`config.mk`:
```
export PLATFORM = sky130hd
export DESIGN_NAME = sipo_deserializer
export DESIGN_NICKNAME = d
export VERILOG_FILES = /design/src/rtl/registers_pkg.sv /design/src/rtl/sipo_shift_core.sv /design/src/rtl/sipo_deserializer.sv
export SDC_FILE = /design/constraint.sdc
export NUM_CORES = 1
export LEC_CHECK = 0
export CORE_AREA = 2 2 39 41
export CTS_BUF_LIST = sky130_fd_sc_hd__clkbuf_4
export CTS_CLUSTER_DIAMETER = 120
export CTS_CLUSTER_SIZE = 40
export DETAILED_ROUTE_END_ITERATION = 7
export DIE_AREA = 0 0 41 43
export PLACE_DENSITY = 0.65
export SETUP_SLACK_MARGIN = 0.02
export SLEW_MARGIN = 40
export SYNTH_ARGS = -nofsm -noshare
export SYNTH_HDL_FRONTEND = slang
export SYNTH_HIERARCHICAL = 1
export SYNTH_SLANG_ARGS = --single-unit
```
`constraint.sdc`:
```
create_clock -name CLK -period 1.6 [get_ports CLK]
set_input_delay 0.48 -clock CLK [delete_from_list [all_inputs] [get_ports CLK]]
set_output_delay 0.48 -clock CLK [all_outputs]
set_load 0.005 [all_outputs]
```
`src/rtl/registers_pkg.sv`:
```
// Shared types and helpers for the serial register family.
package registers_pkg;

  typedef enum logic {
    ST_EMPTY = 1'b0,
    ST_FULL  = 1'b1
  } out_state_e;

  function automatic int unsigned clog2(input int unsigned v);
    int unsigned r;
    r = 0;
    while ((64'd1 << r) < 64'(v)) r = r + 1;
    return r;
  endfunction

endpackage

```
`src/rtl/sipo_shift_core.sv`:
```
// Serial shift register and bit counter; flags the strobe that completes a word.
module sipo_shift_core
  import registers_pkg::*;
#(
  parameter  int unsigned BITS = 4,
  localparam int unsigned CW   = clog2(BITS)
) (
  input  logic            clk_i,
  input  logic            rst_i,
  input  logic            shift_i,
  input  logic            clr_i,
  input  logic            si_i,
  output logic            complete_c_o,
  output logic [BITS-1:0] word_c_o,
  output logic [CW-1:0]   count_o
);

  // Only the upper BITS-1 shift stages are kept; the lowest stage is never observed.
  logic [BITS-2:0] sr_q, sr_d;
  logic [CW-1:0]   count_q, count_d;
  logic            last_c;

  assign last_c       = (count_q == CW'(BITS - 1));
  assign word_c_o     = {si_i, sr_q};
  assign complete_c_o = shift_i && !clr_i && last_c;
  assign count_o      = count_q;

  always_comb begin
    sr_d    = sr_q;
    count_d = count_q;
    if (clr_i) begin
      sr_d    = '0;
      count_d = '0;
    end else if (shift_i) begin
      sr_d    = word_c_o[BITS-1:1];
      count_d = last_c ? '0 : count_q + CW'(1);
    end
  end

  always_ff @(posedge clk_i or posedge rst_i) begin
    if (rst_i) begin
      sr_q    <= '0;
      count_q <= '0;
    end else begin
      sr_q    <= sr_d;
      count_q <= count_d;
    end
  end

endmodule

```
`src/rtl/sipo_deserializer.sv`:
```
// Serial-in/parallel-out receiver: output word register, Valid/Ready handshake
// and sticky overrun flag on top of the shift core.
module sipo_deserializer
  import registers_pkg::*;
#(
  parameter  int unsigned BITS = 4,
  localparam int unsigned CW   = clog2(BITS)
) (
  input  logic            CLK,
  input  logic            RST,
  input  logic            SI,
  input  logic            Shift,
  input  logic            Clr,
  input  logic            Ready,
  output logic [BITS-1:0] Data,
  output logic            Valid,
  output logic [CW-1:0]   Count,
  output logic            Overrun
);

  logic            complete_c;
  logic [BITS-1:0] word_c;
  logic [BITS-1:0] data_q;
  logic            overrun_q;
  out_state_e      state_q;

  sipo_shift_core #(.BITS(BITS)) u_core (
    .clk_i       (CLK),
    .rst_i       (RST),
    .shift_i     (Shift),
    .clr_i       (Clr),
    .si_i        (SI),
    .complete_c_o(complete_c),
    .word_c_o    (word_c),
    .count_o     (Count)
  );

  // Output FSM; Clr only touches the overrun flag here, never the handshake.
  always_ff @(posedge CLK or posedge RST) begin
    if (RST) begin
      state_q   <= ST_EMPTY;
      data_q    <= '0;
      overrun_q <= 1'b0;
    end else begin
      if (Clr) overrun_q <= 1'b0;
      case (state_q)
        ST_EMPTY: begin
          if (complete_c) begin
            data_q  <= word_c;
            state_q <= ST_FULL;
          end
        end
        ST_FULL: begin
          if (complete_c) begin
            if (Ready) data_q <= word_c;
            else       overrun_q <= 1'b1;
          end else if (Ready) begin
            state_q <= ST_EMPTY;
          end
        end
        default: state_q <= ST_EMPTY;
      endcase
    end
  end

  assign Data    = data_q;
  assign Valid   = (state_q == ST_FULL);
  assign Overrun = overrun_q;

endmodule

```
# Word level (Yosys, flattened, before mapping)
# Cells that the tools add are included.
# totals
reg_bits	11
inputBits	6
out_inout_bits	8
word_cells	33
# classes
add_sub_neg	1
n_eq_ne	4
muxes	17
n_bitwise	1
reduce_logical	5
# op_table
operator	count
$mux W4	3
$pmux W4 S2	1
$mux W1	7
$mux W2	3
$mux W3	2
$ne A2 B2 Y1 const B	3
$reduce_and A3 Y1	1
$add A2 B1 Y2 const B	1
$eq A2 B2 Y1 const B	1
$logic_and A1 B1 Y1	2
$pmux W1 S2	1
$reduce_bool A2 Y1	1
$logic_not A1 Y1	1
$not A1 Y1	1

# Longest topological paths before layout
# logic_depth
word_depth	5
depth_mapped	5

# Modules after synthesis
# Netlist, hierarchy kept.
# by_module_without_submodules
mod	n_inst	cells_per_inst	area_each_um2	seq_area_each_um2
sipo_deserializer	1	17	256.5	150.1
sipo_shift_core	1	22	246.5	125.1

# Worst setup path after synthesis
# OpenSTA, ideal clock, no wires.
# synth_path
kind	input to register
from	input Shift
to	register data_q[0] (netlist: Data[0])
arrival_time_ps	1204
required_time_ps	1475
setup_slack_ps	271
stages	5
path_buffers	1
path_cell_list	buf_6 > nand2_1 > nor2_1 > nand2_4 > mux2_4
# synth_via
elab_chain_cells	4
word_cells_on_any_way	5
cone_classes	eq/ne (2); reduce/logical (3)
# synth_lines
item	line_no	text
start: declaration	sipo_deserializer.sv:12	input logic Shift,
$logic_and A1 B1 Y1 * (2 in series)	sipo_shift_core.sv:25	assign complete_c_o = shift_i && !clr_i && last_c;
net complete_c	sipo_deserializer.sv:21	logic complete_c;
$ne A2 B2 Y1 (no source line)	--	
$reduce_and A3 Y1 (no source line) *	--	
end signal: assignment	sipo_deserializer.sv:49	data_q <= word_c;
end signal: assignment	sipo_deserializer.sv:55	if (Ready) data_q <= word_c;
end: declaration	sipo_deserializer.sv:23	logic [BITS-1:0] data_q;
# Mark *: on every way through the listed nets, which the timed path passes. The rest lies on a longest branch.
# A chain may end at the register's enable or synchronous reset.

# Final worst setup path
# layout_path
from	input Shift
to	register data_q[1] (netlist: Data[1])
# The elaborated chain is that of the path after synthesis.

==> flow_summary.yaml <==
floorplanning:
  fp-row-count: 14
  die-area_mm2: 0.00176
  start_util: 0.363
  fp.dieW_um: 41
  die_y_um: 43
  core_mm2: 0.00138
  boundaryPins: 14
synthesis:
  syn_area_um2: 503
  ys_types: 15
  netlist.area_leader.share: 0.547
  synth_seq_cells: 11
  synth_commonest_cells: "dfrtp_1 (11), nor2_1 (5), inv_1 (4), mux2_4 (4), mux2i_1 (4)"
  yosys.cell_count.top_type: "dfrtp_1"
  syn_area_per_cell_um2: 12.9
  yosysWarningCount: 6
  synth-main-ff-cell: "dfrtp_1"
  synthTopCellsByArea: "dfrtp_1 (55%), mux2_4 (12%), mux2i_1 (8.0%)"
  ys_seq_area_frac: 0.547
  synthesis.nets: 46
  syn-instance-count: 39
  synth_top_area_cell: "dfrtp_1"
  ys_async_sr_fraction: 1.00
  synth_edf_count: 0
place:
  placed_cell_area_um2: 649
  place.gp.congestion: 0.687
  dp_cells: 68
  numPortBuffers: 13
  pre_cts_ws_ps: -154
  place_hpwl_um: 699
sta:
  finalSetupViolations: 0
  final-max-slew-violation-count: 0
  maxSlewHeadroom: 0.835
  timing.fmax_ghz: 0.671
  tns_ps: 0
  grt_setup_unrepaired: "no"
  period_minus_slack_ps: 1490
  period_share: 0.931
  fin_skew_ps: 3.47
  tightest_slew_ps: 247
  setup_ws_ps: 110
  hold_viol: 0
global_routing:
  antenna_found_initial: 0
  track_usage: 0.134
  gr-total-overflow: 0
  grt_start_max_net_pins: 7
  grt_pass1_vias: 357
  grt_pass1_wl_um: 1510
routing:
  viasPerCell: 4.51
  drc_errors: 0
  totalWireLength_um: 930
  wl_per_cell_um: 11.6
  dr.pass1.iters: 4
  dr.first_iter.drc_count: 8
  vias: 361
  ant_nets: 0
clocking:
  cts_sinks: 11
  root_buffer: "clkbuf_4"
  clk_latency_ps: 260
  ctsHoldBuffers: 0
  cts_made_buffers: 3
  h-tree-depth: 1
  cts_tree: "yes"
  path_clk_slew_ps: 70
  clock_path_buffers: 2
finish:
  nets: 72
  final_cells: 80
  area_growth_pct: 45.0
  diodes: 0
  fin_util: 0.527
  final_area_um2: 729
  drive_gt1_frac: 0.328
power:
  power.leakage_nw: 0.421
  peakVddDrop_v: 0.000432
  p_per_area_mw_per_mm2: 805
critical_path:
  cp_data_arrival_time_ps: 1640
  crit_fanout: 4
  path_delay_family: "buffers and inverters"
  cp-start-kind: "primary input"
  end_kind: "flip-flop"
  slowest_delay_ps: 470
  crit_type: "primary input to flip-flop"
  worstPathRequired_ps: 1750
  critPathBufInv: 1
  slowest_stage: "clkdlybuf4s50_1"
  rrSetupSlack_ps: 160
  crit_chain: "clkdlybuf4s50_1 -> nand2_1 -> nor2_1 -> nand2_4 -> mux2_4"
run_status:
  outcome: "finished clean"
flow_run:
  max_cap_violations: 0
min_path:
  hp-class: "primary input to async pin"
[placed cells by master (no fill, tap or decap), drive strengths merged]
cell type,netlist,routed
mux2i,4,4
nor2,5,5
clkbuf,0,4
buf,2,10
or3b,1,1
ha,1,1
dfrtp,11,11
inv,4,4
clkdlybuf4s50,0,5
mux2,4,4
dlygate4sd2,0,8
nand2b,2,2
nand2,3,3
a21oi,1,1
o22ai,1,1
[cell type report]
cell class / instances / area (um2)
Multi-Input combinational cell: 22 / 194
Timing Repair Buffer: 23 / 195
Clock buffer: 4 / 30.0
Fill cell: 132 / 654
Sequential cell: 11 / 275
Tap cell: 16 / 20.0
Inverter: 4 / 15.0
[flip-flops by register name (all words and copies together), names as in the netlist]
register,count
u_core/sr_q,3
Overrun,1
Valid,1
Data,4
u_core/count_o,2
[per-stage QoR]
stage	power (mW)	hold slack, ps
after floorplan	0.342	259
after global placement	0.383	504
after detailed placement	0.384	503
after CTS	0.598	447
after global routing	0.616	487
final	0.587	442
[power by group]
group,internal (mW),switching (mW),total (mW)
Combinational,0.0550,0.0310,0.0860
Sequential,0.291,0.00729,0.298
Clock,0.113,0.0895,0.203
[metal layers]
metal,GRT usage,share of wire,vias up
met5,0,0,-
met4,0.100,0.020,0
met3,0.0471,0.048,2
met2,0.169,0.49,9
met1,0.181,0.44,171
li1,-,-,179
[timing repair]
| action | CTS | global route |
|---|---|---|
| buffers inserted | 8 | 0 |
| gates resized for setup | 8 | 0 |
| endpoints found under the setup margin | 8 | 0 |
[path summary, 6_finish.rpt]
path | startpoint | to | cells past startpoint
max reg2reg | u_core/count_o[0] | Data[1] | 6
min in group CLK | u_core/sr_q[0] | Data[0] | 1
max in group asynchronous | RST | Overrun | 2
max | Shift | Data[1] | 5
min | RST | u_core/sr_q[2] | 2
min reg2reg | u_core/sr_q[0] | Data[0] | 1
[cells by family (layout without fill, tap and decap cells)]
group,after synthesis,count (layout),synth area share
AO/OA/AOI/OAI,2,2,0.0299
AND/OR/NAND/NOR,11,11,0.132
buffers and inverters,6,31,0.0672
adder cells (fa/ha/maj),1,1,0.0249
multiplexers,8,8,0.199
flip-flops,11,11,0.547
Note: power is estimated with default switching activity, not from simulation.
